[src/rtl/mem_arbiter_if.sv]
// Requester-side bus of mem_arbiter: request/write payload in, grant and read response out.
interface mem_arbiter_if #(
    parameter int AW = 32,
    parameter int DW = 32
);
    logic          req;
    logic          we;
    logic [AW-1:0] addr;
    logic [DW-1:0] wdata;
    logic          gnt;
    logic          rvalid;
    logic [DW-1:0] rdata;
    logic          err;

    modport master (output req, we, addr, wdata, input gnt, rvalid, rdata, err);
    modport slave  (input req, we, addr, wdata, output gnt, rvalid, rdata, err);
endinterface

[src/rtl/mem_arbiter.sv]
// Round-robin, burst-bounded arbiter sharing one single-port memory between two requesters.
// Optional ARB_ADDR_CHECK_EN: out-of-range accesses are blocked and answered with err.
module mem_arbiter #(
    parameter int AW       = 32,
    parameter int DW       = 32,
    parameter int DEPTH    = 64,
    parameter int MAX_HOLD = 4
) (
    input  logic          clk,
    input  logic          rst,
    mem_arbiter_if.slave  m0,
    mem_arbiter_if.slave  m1,
    output logic [AW-1:0] mem_addr_o,
    output logic [DW-1:0] mem_wdata_o,
    output logic          mem_we_o,
    output logic          mem_re_o,
    input  logic [DW-1:0] mem_rdata_i
);
    localparam int HW = $clog2(MAX_HOLD + 1);
    localparam logic [HW-1:0] HOLD_MAX = HW'(MAX_HOLD);

    typedef enum logic [1:0] {IDLE, OWN0, OWN1} state_t;

    state_t        state_q;
    logic          last_q;
    logic [HW-1:0] hold_q;
    logic          rvalid0_q, rvalid1_q, err0_q, err1_q;
    logic [DW-1:0] rdata0_q, rdata1_q;

    logic          win1, any, gnt0, gnt1, sel_we, addr_bad, resp;
    logic [AW-1:0] sel_addr;
    logic [DW-1:0] sel_wdata;
    state_t        win_state;

    // win1 picks m1; only meaningful when someone requests
    always_comb begin
        win1 = m1.req;
        if (m0.req && m1.req) begin
            unique case (state_q)
                OWN0:    win1 = (hold_q == HOLD_MAX);
                OWN1:    win1 = (hold_q != HOLD_MAX);
                default: win1 = ~last_q;
            endcase
        end
    end

    assign any       = rst & (m0.req | m1.req);
    assign gnt0      = any & ~win1;
    assign gnt1      = any & win1;
    assign sel_we    = win1 ? m1.we : m0.we;
    assign sel_addr  = any ? (win1 ? m1.addr : m0.addr) : '0;
    assign sel_wdata = any ? (win1 ? m1.wdata : m0.wdata) : '0;
    assign win_state = win1 ? OWN1 : OWN0;

`ifdef ARB_ADDR_CHECK_EN
    assign addr_bad = any & (sel_addr >= AW'(DEPTH));
`else
    assign addr_bad = 1'b0;
`endif

    assign mem_addr_o  = sel_addr;
    assign mem_wdata_o = sel_wdata;
    assign mem_we_o    = any & sel_we & ~addr_bad;
    assign mem_re_o    = any & ~sel_we & ~addr_bad;
    // a response is owed for every granted read and every rejected access
    assign resp        = any & (~sel_we | addr_bad);

    always_ff @(posedge clk or negedge rst) begin
        if (!rst) begin
            state_q   <= IDLE;
            last_q    <= 1'b1;
            hold_q    <= '0;
            rvalid0_q <= 1'b0;
            rvalid1_q <= 1'b0;
            err0_q    <= 1'b0;
            err1_q    <= 1'b0;
            rdata0_q  <= '0;
            rdata1_q  <= '0;
        end else begin
            rvalid0_q <= gnt0 & resp;
            rvalid1_q <= gnt1 & resp;
            err0_q    <= gnt0 & addr_bad;
            err1_q    <= gnt1 & addr_bad;
            if (gnt0 & resp) rdata0_q <= addr_bad ? '0 : mem_rdata_i;
            if (gnt1 & resp) rdata1_q <= addr_bad ? '0 : mem_rdata_i;
            if (any) begin
                state_q <= win_state;
                last_q  <= win1;
                if (state_q == win_state)
                    hold_q <= (hold_q == HOLD_MAX) ? hold_q : hold_q + HW'(1);
                else
                    hold_q <= HW'(1);
            end else begin
                state_q <= IDLE;
            end
        end
    end

    assign m0.gnt    = gnt0;
    assign m1.gnt    = gnt1;
    assign m0.rvalid = rvalid0_q;
    assign m1.rvalid = rvalid1_q;
    assign m0.rdata  = rdata0_q;
    assign m1.rdata  = rdata1_q;
    assign m0.err    = err0_q;
    assign m1.err    = err1_q;
endmodule

[src/flat_wrapper.sv]
// flat-port wrapper written by rule: the top's interface ports become plain ports
module mem_arbiter_flat 
#(
    parameter int AW       = 32,
    parameter int DW       = 32,
    parameter int DEPTH    = 64,
    parameter int MAX_HOLD = 4
)
  (clk, rst, mem_addr_o, mem_wdata_o, mem_we_o, mem_re_o, mem_rdata_i, m0_req, m0_we, m0_addr, m0_wdata, m0_gnt, m0_rvalid, m0_rdata, m0_err, m1_req, m1_we, m1_addr, m1_wdata, m1_gnt, m1_rvalid, m1_rdata, m1_err);
  mem_arbiter_if #(.AW(AW), .DW(DW)) m0_i ();
  mem_arbiter_if #(.AW(AW), .DW(DW)) m1_i ();
  input  logic clk;
  input  logic rst;
  output logic [AW-1:0] mem_addr_o;
  output logic [DW-1:0] mem_wdata_o;
  output logic mem_we_o;
  output logic mem_re_o;
  input  logic [DW-1:0] mem_rdata_i;
  input wire logic [$bits(m0_i.req)-1:0] m0_req;
  input wire logic [$bits(m0_i.we)-1:0] m0_we;
  input wire logic [$bits(m0_i.addr)-1:0] m0_addr;
  input wire logic [$bits(m0_i.wdata)-1:0] m0_wdata;
  output wire logic [$bits(m0_i.gnt)-1:0] m0_gnt;
  output wire logic [$bits(m0_i.rvalid)-1:0] m0_rvalid;
  output wire logic [$bits(m0_i.rdata)-1:0] m0_rdata;
  output wire logic [$bits(m0_i.err)-1:0] m0_err;
  input wire logic [$bits(m1_i.req)-1:0] m1_req;
  input wire logic [$bits(m1_i.we)-1:0] m1_we;
  input wire logic [$bits(m1_i.addr)-1:0] m1_addr;
  input wire logic [$bits(m1_i.wdata)-1:0] m1_wdata;
  output wire logic [$bits(m1_i.gnt)-1:0] m1_gnt;
  output wire logic [$bits(m1_i.rvalid)-1:0] m1_rvalid;
  output wire logic [$bits(m1_i.rdata)-1:0] m1_rdata;
  output wire logic [$bits(m1_i.err)-1:0] m1_err;
  assign m0_i.req = m0_req;
  assign m0_i.we = m0_we;
  assign m0_i.addr = m0_addr;
  assign m0_i.wdata = m0_wdata;
  assign m0_gnt = m0_i.gnt;
  assign m0_rvalid = m0_i.rvalid;
  assign m0_rdata = m0_i.rdata;
  assign m0_err = m0_i.err;
  assign m1_i.req = m1_req;
  assign m1_i.we = m1_we;
  assign m1_i.addr = m1_addr;
  assign m1_i.wdata = m1_wdata;
  assign m1_gnt = m1_i.gnt;
  assign m1_rvalid = m1_i.rvalid;
  assign m1_rdata = m1_i.rdata;
  assign m1_err = m1_i.err;
  mem_arbiter #(.AW(AW), .DW(DW), .DEPTH(DEPTH), .MAX_HOLD(MAX_HOLD)) u_core (.clk(clk), .rst(rst), .m0(m0_i), .m1(m1_i), .mem_addr_o(mem_addr_o), .mem_wdata_o(mem_wdata_o), .mem_we_o(mem_we_o), .mem_re_o(mem_re_o), .mem_rdata_i(mem_rdata_i));
endmodule
[config.mk]
export PLATFORM = sky130hd
export DESIGN_NAME = mem_arbiter_flat
export DESIGN_NICKNAME = d
export VERILOG_FILES = /design/src/rtl/mem_arbiter_if.sv /design/src/rtl/mem_arbiter.sv /design/src/flat_wrapper.sv
export SDC_FILE = /design/constraint.sdc
export NUM_CORES = 1
export LEC_CHECK = 0
export CAP_MARGIN = 20
export CORE_AREA = 2 2 117 119
export CTS_CLUSTER_DIAMETER = 40
export CTS_CLUSTER_SIZE = 10
export DETAILED_ROUTE_END_ITERATION = 16
export DIE_AREA = 0 0 119 121
export MAX_ROUTING_LAYER = met4
export PLACE_DENSITY_LB_ADDON = 0.08
export REMOVE_ABC_BUFFERS = 1
export SLEW_MARGIN = 20
export SYNTH_ARGS = -nofsm -noshare
export SYNTH_HDL_FRONTEND = slang
export SYNTH_SLANG_ARGS = --single-unit
[constraint.sdc]
create_clock -name clk -period 3.3 [get_ports clk]
set_clock_uncertainty 0.1 [all_clocks]
set_input_delay 0.66 -clock clk [delete_from_list [all_inputs] [get_ports clk]]
set_output_delay 0.66 -clock clk [all_outputs]
set_load 0.02 [all_outputs]
[After elaboration in Yosys (flattened, before gate mapping)]
Index checks and enable logic that the tools add are counted.
Storage, ports and cells
  output and inout bits: 136
  register bits after elaboration: 72
  word-level logic and storage cells: 38
Operators by class
  eq/ne operators: 6
  add/sub/neg operators: 1
  bitwise operators: 11
  muxes and demuxes: 11
  reduce and logical (&&, ||, !) cells: 2
Operators with widths (number)
  32-bit 2-to-1 mux: 4
  1-bit AND: 7
  3-bit 2-to-1 mux: 2
  2-bit 2-to-1 mux: 2
  3-bit by 1-bit adder with 3-bit output, second input constant: 1
  3-bit == test, second input constant: 1
  3-bit inequality test, second input constant: 1
  1-bit inverter: 3
  2-bit by 1-bit == test with 1-bit output, second input constant: 1
  2-bit == test: 1
  2-bit == test, second input constant: 1
  1-bit 2-to-1 mux: 2
  2-bit inequality test, second input constant: 1
  1-bit case mux with 2 select lines: 1
  2-bit AND reduction: 1
  1-bit logical AND: 1
  1-bit OR: 1

[Depth between registers and ports, before layout]
  depth in word-level cells: 7
  depth in mapped cells: 8
  mapped depth without buffers: 6

[Least setup slack after synthesis]
No wires, ideal clock.
  path type: register -> output
  start point: register u_core.state_q[0]
  end point: output port mem_addr_o[0]
  data arrival time: 2.165 ns
  slack: 0.375 ns
  cell stages (with the launch flop): 8
  buffers on the path: 2
  cell sequence: dfrtp_1 ha_1 and3_1 o41ai_1 clkbuf_1 clkbuf_1 nand2_1 a21oi_1
Between the ends
  longest elaborated chain between the ends: 5
  elaborated cells between the ends (all ways): 6
RTL lines
  start, declared: RTL line mem_arbiter.sv:24  | state_t state_q;
  start signal, assigned: RTL line mem_arbiter.sv:87  | state_q <= win_state;
  2-bit == test or 2-bit by 1-bit == test with 1-bit output (tied branches): RTL line mem_arbiter.sv:39  | unique case (state_q)
  1-bit case mux with 2 select lines *: RTL line mem_arbiter.sv:39
  1-bit 2-to-1 mux *: RTL line mem_arbiter.sv:38  | if (m0.req && m1.req) begin
  32-bit 2-to-1 mux * (2 in series): RTL line mem_arbiter.sv:51  | assign sel_addr = any ? (win1 ? m1.addr : m0.addr) : '0;
  end, declared: RTL line flat_wrapper.sv:14  | output logic [AW-1:0] mem_addr_o;
Mark *: on every way between the ends. The rest lies on a longest branch, timed or not.

[Worst setup path in the final report]
  start point: input port m0_req
  end point: output port mem_wdata_o[24]
Between the ends
  longest elaborated chain between the ends: 4
  elaborated cells between the ends (all ways): 6
RTL lines
  start, declared: RTL line flat_wrapper.sv:19  | input wire logic [$bits(m0_i.req)-1:0] m0_req;
  1-bit logical AND: RTL line mem_arbiter.sv:38
  1-bit 2-to-1 mux: RTL line mem_arbiter.sv:38
  32-bit 2-to-1 mux: RTL line mem_arbiter.sv:52  | assign sel_wdata = any ? (win1 ? m1.wdata : m0.wdata) : '0;
  32-bit 2-to-1 mux *: RTL line mem_arbiter.sv:52
  end, declared: RTL line flat_wrapper.sv:15  | output logic [DW-1:0] mem_wdata_o;
Marks and branches as above.

==> flow_summary.toml <==
[final_layout]
final_core_util = 0.563
fill_cells = 1174
finalInstanceArea_sq_um = 7370
layout-drive-gt1-share = 0.236
fin_nets = 877
mostFrequentLayoutCell = "clkdlybuf4s50_1"
final_cell_mix = "clkdlybuf4s50_1, nand2_1, dfrtp_1"
area_growth_pct = 89.0

[clock_tree]
postCtsHoldBufs = 0
clock-sinks = 72
clkSlewWorstSetupHoldPaths_ns = 0.05
cts_tree = "done"
htree_levels = 3
clock_path_buffers = 2
clockRootBuffer = "clkbuf_16"
numCtsBuffers = 9
clk_latency_ns = 0.32

[synthesis]
synthCells = 404
synth_area_sq_um = 3900
synthSimpleGateAreaFrac = 0.145
yosys.area_share.adder = 0.0128
ys.flop_type = "dfrtp_1"
syn_avg_cell_area_sq_um = 9.65
synth_edf_count = 0
synth_compound_area_frac = 0.116
seq_area_frac_synth = 0.462
synthXorXnorAreaFrac = 0
synth_top_family_by_area = "multiplexers"
synthArstFlopShare = 1.00
yosysWarnings = 0
synth_cell_types = 33
ys_seq_elements = 72
synthMuxAreaShare = 0.218

[setup_path]
rrSetupSlack_ns = 0.56
critPathSlowestCell = "clkdlybuf4s50_1"
crit_fanout = 20
cp-start-kind = "input port"
critPathMaxStageDelay_ns = 0.48
critical-path-top-delay-family = "buffers and inverters"
critical_path_arrival_ns = 2.49
path_cells = "clkdlybuf4s50_1, inv_1, o41ai_2, buf_4, buf_12, nand2_1, a21oi_1, clkdlybuf4s15_1"
worstPathRequired_ns = 2.54
worst-path-stages = 8
worstReg2RegStart = "u_core.hold_q[0]$_DFFE_PN0P_"
critPathKind = "input port to output port"
r2r_cells = 8
r2r-end = "u_core.m0.rdata[23]$_DFFE_PN0P_"
cp_num_buf_inv = 5
end_kind = "output port"

[floorplanning]
fp.dieH_microns = 121
die_x_microns = 119
row_count = 42
ioPinCount = 302
start_util = 0.298
placeableCoreArea_sq_um = 13100
die-area_sq_um = 14400

[power]
combPwrFrac = 0.412
power_frac_clock = 0.277
p_seq_frac = 0.311
switching_share = 0.311
p_switching_mw = 1.21
p_per_area_nw_per_um2 = 529
p_leak_nw = 3.37
power.internal_mw = 2.68
ir_drop_v = 0.000423

[sta]
setup_violations = 0
period_minus_slack_ns = 3.25
maxSlewViolCount = 0
timing.slew.headroom = 0.389
max_freq_mhz = 307
hold_viol = 0
period_share = 0.986
rsz0062_at_grt = "no"
worstMarginPinSlew_ns = 0.916

[worst_hold_path]
whs_path_depth = 1
hold_start = "u_core.m1.rdata[9]$_DFFE_PN0P_"
worst_hold_path_type = "register to register"
whs_endpoint = "u_core.m1.rdata[9]$_DFFE_PN0P_"

[global_route]
grt_max_degree = 74
antenna_found_initial = 1
grt_overflow = 0
grt_use_total = 0.220
grt_pass1_wl_mm = 24.0
grt_pass1_vias = 4312

[route]
wire_per_inst_microns = 17.8
via_per_inst = 4.60
ant_nets = 0
drt_pass1_iterations = 4
drc = 0
drt_iter0_markers = 172
via_count = 4087
finalWirelength_mm = 15.8

[status]
outcome = "finished, final reports clean"

[flow_run]
drv_cap = 0

[placed_design]
place_area_sq_um = 7250
dp_hpwl_mm = 12.3
port_buffers = 299
gp_congestion = 0.912
## power by group through the flow
stage	logic [mW]	clock network, mW	registers [mW]
2_1_floorplan	0.506	0	1.46
3_3_place_gp	1.65	0	1.21
3_5_place_dp	1.66	0	1.22
4_1_cts	1.63	1.11	1.21
5_1_grt	1.70	1.15	1.24
6_report	1.61	1.08	1.21
## cell families (layout without fill, tap and decap cells)
| logic type | after synthesis | count (layout) |
|---|---|---|
| buffers and inverters | 37 | 344 |
| flip-flops | 72 | 72 |
| AND/OR/NAND/NOR | 143 | 143 |
| multiplexers | 66 | 66 |
| AO/OA/AOI/OAI | 81 | 81 |
| adder cells (fa/ha/maj) | 4 | 4 |
| other | 1 | 3 |
## metrics by stage
stage | power (mW) | worst slack, ns | TNS [ns] | hold WS (ns) | instances
floorplan | 1.97 | -4.01 | -331.60 | 0.264 | 375
global placement | 2.86 | -0.315 | -14.86 | 0.386 | 871
detailed placement | 2.89 | -0.302 | -15.34 | 0.392 | 871
CTS | 3.96 | 0.00991 | 0 | 0.405 | 888
global route | 4.09 | 0.000273 | 0 | 0.412 | 889
finish | 3.90 | 0.0450 | 0 | 0.401 | 889
## layout make-up
cell class                      count  area [sq um]  area share
Clock inverter                      4          73.8      0.0100
Multi-Input combinational cell    296          1970       0.267
Inverter                            7          26.3     0.00357
Tap cell                          176           220      0.0299
Antenna cell                        1          2.50    0.000340
Timing Repair Buffer              321          3010       0.409
Clock buffer                       12           267      0.0362
Sequential cell                    72          1800       0.245
## flip-flops by register name, summed over array words and instances (netlist names)
register          cells
u_core.hold_q         3
u_core.last_q         1
u_core.m0.rdata      32
u_core.m0.rvalid      1
u_core.m1.rdata      32
u_core.m1.rvalid      1
u_core.state_q        2
## synthesized netlist by cell type, types with 3 or more instances
cell / n / area, sq um
clkbuf_1: 21 / 78.8
mux2_2: 36 / 405
ha_1: 4 / 50.1
mux2_4: 29 / 435
buf_2: 4 / 20.0
and2_1: 4 / 25.0
a21oi_1: 66 / 330
inv_1: 7 / 26.3
dfrtp_1: 71 / 1780
nor2_1: 3 / 11.3
nand2_1: 129 / 484
nor2b_1: 3 / 18.8
buf_6: 3 / 33.8
## worst max path at each step
stage / start / end
finish: m0_req / mem_wdata_o[24]
global route: m0_req / mem_addr_o[31]
CTS: m0_req / mem_wdata_o[0]
detailed placement: m0_req / mem_re_o
global placement: m0_req / mem_re_o
floorplan: u_core.state_q[0]$_DFF_PN0_ / mem_we_o
## metal layers
layer	global-route usage	wire, microns
met1	0.242	6160
met4	0.0699	340
met5	-	0
met3	0.0827	1490
met2	0.373	7810
## what timing repair did
item                                   in CTS  in global routing
endpoints found under the hold margin       0                  0
gates resized for setup                    83                102
setup endpoints to repair                  64                 57
setup buffers                               1                  0
No activity file was read; power rests on OpenSTA's default activity.
